`src/rtl/seq_div_pkg.sv`:
```
// Shared constants and state encoding for the 16/8 sequential divider.
package seq_div_pkg;

  localparam int DIVIDEND_W = 16;
  localparam int DIVISOR_W  = 8;
  localparam int STEPS      = 8;
  localparam int CNT_W      = 3;

  localparam logic [7:0] ERR_QUOT = 8'hFF;
  localparam logic [7:0] ERR_REM  = 8'h00;

  typedef enum logic [1:0] {
    IDLE = 2'd0,
    CALC = 2'd1,
    DONE = 2'd2
  } state_t;

endpackage

```
`src/rtl/seq_div_16_8_step.sv`:
```
// One combinational restoring-division iteration.
module div_step (
  input  logic [8:0] p,
  input  logic       qmsb,
  input  logic [7:0] d,
  output logic [8:0] p_next,
  output logic       qbit
);

  logic [9:0] t;

  // p[8] is always 0 under P<D, kept in the compare for exactness
  always_comb begin
    t      = {p, qmsb};
    qbit   = (t >= {2'b00, d});
    p_next = qbit ? (t[8:0] - {1'b0, d}) : t[8:0];
  end

endmodule

```
`src/rtl/seq_div_16_8.sv`:
```
// Sequential restoring divider, 16-bit by 8-bit, valid/ready on both sides.
module seq_div_16_8
  import seq_div_pkg::*;
(
  input  logic                 CLK,
  input  logic                 RST,
  input  logic                 in_valid,
  output logic                 in_ready,
  input  logic [DIVIDEND_W-1:0] dividend,
  input  logic [DIVISOR_W-1:0]  divisor,
  output logic                 out_valid,
  input  logic                 out_ready,
  output logic [7:0]           quotient,
  output logic [7:0]           remainder,
  output logic                 div_by_zero,
  output logic                 overflow
);

  state_t           state_q, state_d;
  logic [8:0]       p_q, p_d;
  logic [7:0]       q_q, q_d;
  logic [7:0]       d_q, d_d;
  logic [CNT_W-1:0] cnt_q, cnt_d;
  logic             err_q, err_d;
  logic             dbz_q, dbz_d;
  logic             ovf_q, ovf_d;

  logic [8:0] step_p;
  logic       step_qbit;

  div_step u_step (
    .p      (p_q),
    .qmsb   (q_q[7]),
    .d      (d_q),
    .p_next (step_p),
    .qbit   (step_qbit)
  );

  always_comb begin
    state_d = state_q;
    p_d     = p_q;
    q_d     = q_q;
    d_d     = d_q;
    cnt_d   = cnt_q;
    err_d   = err_q;
    dbz_d   = dbz_q;
    ovf_d   = ovf_q;
    unique case (state_q)
      IDLE: begin
        if (in_valid) begin
          d_d     = divisor;
          cnt_d   = '0;
          dbz_d   = 1'b0;
          ovf_d   = 1'b0;
          err_d   = 1'b0;
          state_d = CALC;
          if (divisor == '0) begin
            dbz_d = 1'b1;
            err_d = 1'b1;
            q_d   = ERR_QUOT;
            p_d   = {1'b0, ERR_REM};
          end else if (dividend[15:8] >= divisor) begin
            ovf_d = 1'b1;
            err_d = 1'b1;
            q_d   = ERR_QUOT;
            p_d   = {1'b0, ERR_REM};
          end else begin
            p_d = {1'b0, dividend[15:8]};
            q_d = dividend[7:0];
          end
        end
      end
      CALC: begin
        // error results are already loaded; spend one cycle then present
        if (err_q) begin
          state_d = DONE;
        end else begin
          p_d   = step_p;
          q_d   = {q_q[6:0], step_qbit};
          cnt_d = cnt_q + 1'b1;
          if (cnt_q == CNT_W'(STEPS - 1))
            state_d = DONE;
        end
      end
      DONE: begin
        if (out_ready)
          state_d = IDLE;
      end
      default: state_d = IDLE;
    endcase
  end

  always_ff @(posedge CLK or posedge RST) begin
    if (RST) begin
      state_q <= IDLE;
      p_q     <= '0;
      q_q     <= '0;
      d_q     <= '0;
      cnt_q   <= '0;
      err_q   <= 1'b0;
      dbz_q   <= 1'b0;
      ovf_q   <= 1'b0;
    end else begin
      state_q <= state_d;
      p_q     <= p_d;
      q_q     <= q_d;
      d_q     <= d_d;
      cnt_q   <= cnt_d;
      err_q   <= err_d;
      dbz_q   <= dbz_d;
      ovf_q   <= ovf_d;
    end
  end

  assign in_ready    = (state_q == IDLE);
  assign out_valid   = (state_q == DONE);
  assign quotient    = q_q;
  assign remainder   = p_q[7:0];
  assign div_by_zero = dbz_q;
  assign overflow    = ovf_q;

endmodule

```
`config.mk`:
```
export PLATFORM = sky130hd
export DESIGN_NAME = seq_div_16_8
export DESIGN_NICKNAME = d
export VERILOG_FILES = /design/src/rtl/seq_div_pkg.sv /design/src/rtl/seq_div_16_8_step.sv /design/src/rtl/seq_div_16_8.sv
export SDC_FILE = /design/constraint.sdc
export NUM_CORES = 1
export LEC_CHECK = 0
export ABC_AREA = 0
export BUFFER_PORTS_ARGS = -buffer_cell sky130_fd_sc_hd__buf_2
export CAP_MARGIN = 20
export CORE_MARGIN = 1.5
export CORE_UTILIZATION = 45
export DETAILED_ROUTE_END_ITERATION = 7
export PLACE_DENSITY_LB_ADDON = 0.25
export SKIP_CTS_REPAIR_TIMING = 1
export SYNTH_ARGS = -nofsm -noshare
export SYNTH_HDL_FRONTEND = slang
export SYNTH_SLANG_ARGS = --single-unit
```
`constraint.sdc`:
```
create_clock -name CLK -period 3.38 [get_ports CLK]
set_clock_uncertainty 0.05 [all_clocks]
set_input_delay 0.507 -clock CLK [delete_from_list [all_inputs] [get_ports CLK]]
set_output_delay 0.507 -clock CLK [all_outputs]
set_load 0.01 [all_outputs]
```
After elaboration in Yosys (flattened, before gate mapping)
Index checks and enable logic that the tools add are counted.
{"block": "classes", "n_reduce_logical": 6, "n_mux": 23, "n_addsub": 2, "n_eq_ne": 7, "n_lt_le_gt_ge": 2}
{"cell": "8-bit 2-to-1 mux", "count": 6}
{"cell": "9-bit 2-to-1 mux", "count": 3}
{"cell": "9-bit one-hot mux with 2 select lines", "count": 1}
{"cell": "8-bit one-hot mux with 2 select lines", "count": 1}
{"cell": "10-bit by 8-bit greater-or-equal comparator with 1-bit output", "count": 1}
{"cell": "9-bit by 8-bit subtractor with 9-bit output", "count": 1}
{"cell": "8-bit greater-or-equal comparator", "count": 1}
{"cell": "8-bit logical NOT", "count": 1}
{"cell": "2-bit 2-to-1 mux", "count": 4}
{"cell": "3-bit 2-to-1 mux", "count": 2}
{"cell": "2-bit one-hot mux with 3 select lines", "count": 1}
{"cell": "3-bit one-hot mux with 2 select lines", "count": 1}
{"cell": "3-bit AND reduction", "count": 2}
{"cell": "1-bit 2-to-1 mux", "count": 4}
{"cell": "2-bit inequality test, second input constant", "count": 2}
{"cell": "3-bit by 1-bit adder with 3-bit output, second input constant", "count": 1}
{"cell": "3-bit equality test, second input constant", "count": 1}
{"cell": "3-bit inequality test, second input constant", "count": 1}
{"cell": "2-bit by 1-bit equality test with 1-bit output, second input constant", "count": 1}
{"cell": "2-bit equality test, second input constant", "count": 1}
{"cell": "2-bit logical NOT", "count": 1}
{"cell": "2-bit by 1-bit inequality test with 1-bit output, second input constant", "count": 1}
{"cell": "2-bit AND reduction", "count": 1}
{"cell": "2-bit nonzero test", "count": 1}
{"block": "totals", "in_bits": 28, "word_cells": 48, "out_inout_bits": 20, "ff_bits": 33}

Longest topological paths before layout
{"block": "depth", "ltp_word": 5, "depth_mapped": 11, "ltp_nobuf": 10}

Hierarchy
A second synthesis with hierarchy kept.
{"block": "unflattened", "hier_cells": 250, "hier_area_um2": 2308.5}
{"module": "seq_div_16_8", "cells_each": 178, "area_each_um2": 1766.7, "seq_area_each_um2": 825.8, "instances": 1}
{"module": "div_step", "cells_each": 72, "area_each_um2": 541.8, "seq_area_each_um2": 0.0, "instances": 1}

Worst setup path after synthesis
Ideal clock, no wire load.
{"block": "synth_path", "path_type": "register -> register", "startpoint": "register q_q[7], in the netlist quotient[7]", "endpoint": "register p_q[1]", "slack_ns": 1.006, "arrival_ns": 2.191, "n_path_buf": 1, "stages_incl_launch_ff": 12, "synth_period_minus_slack_ns": 2.374, "t_required_ns": 3.197, "setup_ns": 0.133, "cell_sequence": "dfrtp_1 inv_1 ha_1 inv_1 fa_1 nand3_1 a31oi_2 nor4_4 buf_6 mux2_4 a32oi_1 a21oi_1"}
{"block": "synth_via", "elab_chain_len": 4, "word_cells_on_any_way": 5, "cone_classes": "add/sub (1); order compare (1); mux (3)"}
{"element": "start, declared", "line": "seq_div_16_8.sv:21", "rtl": "logic [7:0] q_q, q_d;"}
{"element": "start signal, assigned", "line": "seq_div_16_8.sv:106", "rtl": "q_q <= q_d;"}
{"element": "9-bit by 8-bit subtractor with 9-bit output / 10-bit by 8-bit greater-or-equal comparator with 1-bit output (equally long branches)", "line": "seq_div_16_8_step.sv:16, seq_div_16_8_step.sv:15"}
{"element": "9-bit 2-to-1 mux (*)", "line": "seq_div_16_8_step.sv:16", "rtl": "p_next = qbit ? (t[8:0] - {1'b0, d}) : t[8:0];"}
{"element": "9-bit 2-to-1 mux (*)", "line": "seq_div_16_8.sv:75", "rtl": "if (err_q) begin"}
{"element": "9-bit one-hot mux with 2 select lines (*)", "line": "seq_div_16_8.sv:48", "rtl": "unique case (state_q)"}
{"element": "end signal, assigned", "line": "seq_div_16_8.sv:105", "rtl": "p_q <= p_d;"}
{"element": "end, declared", "line": "seq_div_16_8.sv:20", "rtl": "logic [8:0] p_q, p_d;"}
Mark *: on every way between the ends. The rest lies on a longest branch, timed or not. The select of a mux whose other input is x is not followed.
A chain may end at the register's enable or synchronous reset.

Final worst setup path
{"block": "layout_path", "startpoint": "register q_q[7], in the netlist quotient[7]", "endpoint": "register p_q[4]"}
Same word-level chain as after synthesis.

==> metrics <==
CTS sink cnt=33; crit-path max FO=13; Slew @ Worst Pin=0.693 ns; placed instance count=342; clk slew on worst S/H paths=0.08 ns; Non-Filler Instances=350; CTS tree=built; status=finished clean; Remaining DRCs=0; Post-Route WL=~5400 µm; Post-synth ARST share=1.00; RSZ-0062 raised after global routing=false; area of the multi-input gates=roughly 0.0012 mm²; Area after DPL=~0.0025 mm²; syn_nets=slightly below 300; Hold Vio Cnt, Final=0; crit start category=flop; M1 GR Usage=0.296; I/O pins=48; Hold Path Class=primary input to async pin; Routed Antenna Nets=0; Avg Cell Area, Syn=9.33 µm²; Yosys warnings=0; TritonRoute pass-1 iters=4; crit path from=quotient[7]$_DFFE_PP0P_; met3 Use GR=0.0461; clk_lat worst skew=around 0.29 ns; Tcrit/Tclk final=0.774; DR iter-0 viols=142; Final Cell Area=0.00259 mm²; height of the chip=74.0 µm; drt wl/cell=between 15 and 20 µm; Antenna diodes=0; CTS Buf Count=5; routability congestion estimate=between 0.8 and 0.9; Final HPWL DP=3960 µm; final worst slack=around 0.76 ns; Post-Synthesis Cells=243; die extent in x=74.0 µm; Worst EP required=3.48 ns; Power Total=2.79 mW; first-pass GRT wire length=8910 µm; routed vias/inst=between 5 and 6; Register Area=just over 800 µm²; buffer levels on the longest clock path=2; CP arrival=2.71 ns; Post-synth top flop=dfrtp_1; static leakage power=1.31 nW; post-synthesis register bit count=33; Setup Viol. Count Final=0; minimum clock period=2.62 ns; Crit Path Class=flop to flop; Layout fillers=433; IO buf count=47; R2R Setup Slk=approximately 0.76 ns; max_cap viols=0; gr usage total=0.216; sequential fraction of the synthesis area=0.364; H-tree depth=2; Core Footprint=0.00479 mm²; vias in the first global route=between 1.5k and 2k; gr busiest metal=met2; Critical Path Sink Type=flop; Initial Util=0.474; Pins Over Slew Limit=0; met2 global-route usage=0.341; Vias=1836; Crit Reg-Reg Startpoint=quotient[7]$_DFFE_PP0P_; largest net degree at the start of global routing=34; relative slew slack=0.537; Layout area overhead=14.3%; share of cells above drive strength 1=0.261; Yosys cell types=54; fin nets=329; grt ovf=0; r2r worst-path depth=11; pre-CTS setup slack=0.803 ns; die area=between 0.005 and 0.006 mm²; initial antenna violation count=0; row count=25; Post-synth EDFFs=0; TNS Setup=0 ns; clk root buf=clkbuf_8; PwrDens=1070 mW/mm²; synthesized area=roughly 0.0023 mm²; Max Clk Rate=around 380 MHz; Worst VDD drop=approximately 0.5 mV
-- cells in the final DEF, fill, tap and decap left out, drive strengths merged, types with 6 or more instances in the layout --
master	count
a21o	10
a21oi	8
a311oi	6
buf	50
clkbuf	7
dfrtp	33
ha	18
inv	29
nand2	16
nor2	27
o21ai	14
-- cell families (layout without fill, tap and decap cells) --
kind of cell	Yosys count	count (layout)	share of synthesized area
DFF	33	33	0.364
adders and majority gates	19	19	0.108
and+or+nand+nor	65	65	0.148
AOI/OAI and AO/OA	68	68	0.224
buffers and inverters	47	87	0.107
xor gates and xnor gates	4	4	0.0155
muxes	7	7	0.0337
-- area by class of cell --
cell class,instances,share of cell area
Multi-Input combinational cell,163,0.463
Sequential cell,33,0.319
Timing Repair Buffer,50,0.0994
Inverter,29,0.0420
Clock buffer,7,0.0333
Tap cell,67,0.0323
Clock inverter,1,0.0116
-- registers in the layout (all words and copies together), names as in the netlist --
name	cells
overflow	1
err_q	1
quotient	8
d_q	8
state_q	2
cnt_q	3
div_by_zero	1
p_q	9
-- where the power goes --
| group | leakage, nW | switching (mW) | internal (mW) | total (mW) |
|---|---|---|---|---|
| sequential | 0.403 | 0.144 | 0.585 | 0.729 |
| clock | 0.0585 | 0.152 | 0.240 | 0.392 |
| combinational | 0.852 | 0.929 | 0.736 | 1.66 |
| total | 1.31 | 1.22 | 1.56 | 2.79 |
-- cell usage after synthesis (2+ instances only) --
| master | count | area share |
|---|---|---|
| inv_1 | 29 | 0.048 |
| nand4_1 | 3 | 0.0083 |
| nand2_1 | 16 | 0.026 |
| a311oi_1 | 6 | 0.023 |
| a31oi_1 | 4 | 0.011 |
| xor2_1 | 2 | 0.0077 |
| a211oi_1 | 2 | 0.0066 |
| o21ai_0 | 13 | 0.029 |
| a32oi_1 | 3 | 0.012 |
| and4b_2 | 2 | 0.0099 |
| dfrtp_1 | 33 | 0.36 |
| buf_6 | 2 | 0.0099 |
| mux2i_1 | 5 | 0.022 |
| nor2_2 | 3 | 0.0083 |
| a21boi_0 | 2 | 0.0066 |
| a22o_1 | 3 | 0.012 |
| o31ai_1 | 3 | 0.0099 |
| nor2_1 | 24 | 0.040 |
| and2_1 | 3 | 0.0083 |
| buf_4 | 9 | 0.030 |
| a21oi_1 | 7 | 0.015 |
| ha_1 | 18 | 0.099 |
| clkbuf_1 | 2 | 0.0033 |
| a221o_1 | 2 | 0.0088 |
| nor2b_1 | 3 | 0.0083 |
| buf_2 | 3 | 0.0066 |
| nand2b_1 | 3 | 0.0083 |
| xnor2_1 | 2 | 0.0077 |
| and2_2 | 2 | 0.0066 |
| a21o_1 | 10 | 0.033 |
-- layer usage --
metal,routed length [µm],part of all wire
met4,72,0.013
met3,207,0.039
met2,2540,0.47
met1,2540,0.47
met5,0,0
-- path summary, 6_finish.rpt --
path,to
worst min-delay path,d_q[0]$_DFFE_PP0P_
worst min register to register,div_by_zero$_DFFE_PP0P_
min in group CLK,d_q[0]$_DFFE_PP0P_
worst max register to register,p_q[4]$_DFFE_PP0P_
worst max-delay path,p_q[4]$_DFFE_PP0P_
max in group asynchronous,p_q[5]$_DFFE_PP0P_
-- worst max-delay path, stage by stage, from the launching register on --
cell and delay, ns:
dfrtp_1 0.38, inv_1 0.11, ha_1 0.18, inv_1 0.05, fa_1 0.40, nand3_1 0.14, a31oi_2 0.12, nor4_4 0.20
buf_4 0.25, mux2_2 0.35, a32oi_1 0.16, o21ai_1 0.08
-- stage by stage --
step	hold slack [ns]	utilization
after global placement	0.421	0.517
after global routing	0.293	0.542
final	0.242	0.542
after floorplan	0.402	-
after CTS	0.261	0.542
after detailed placement	0.432	0.517
(Power assumes the default switching activity.)
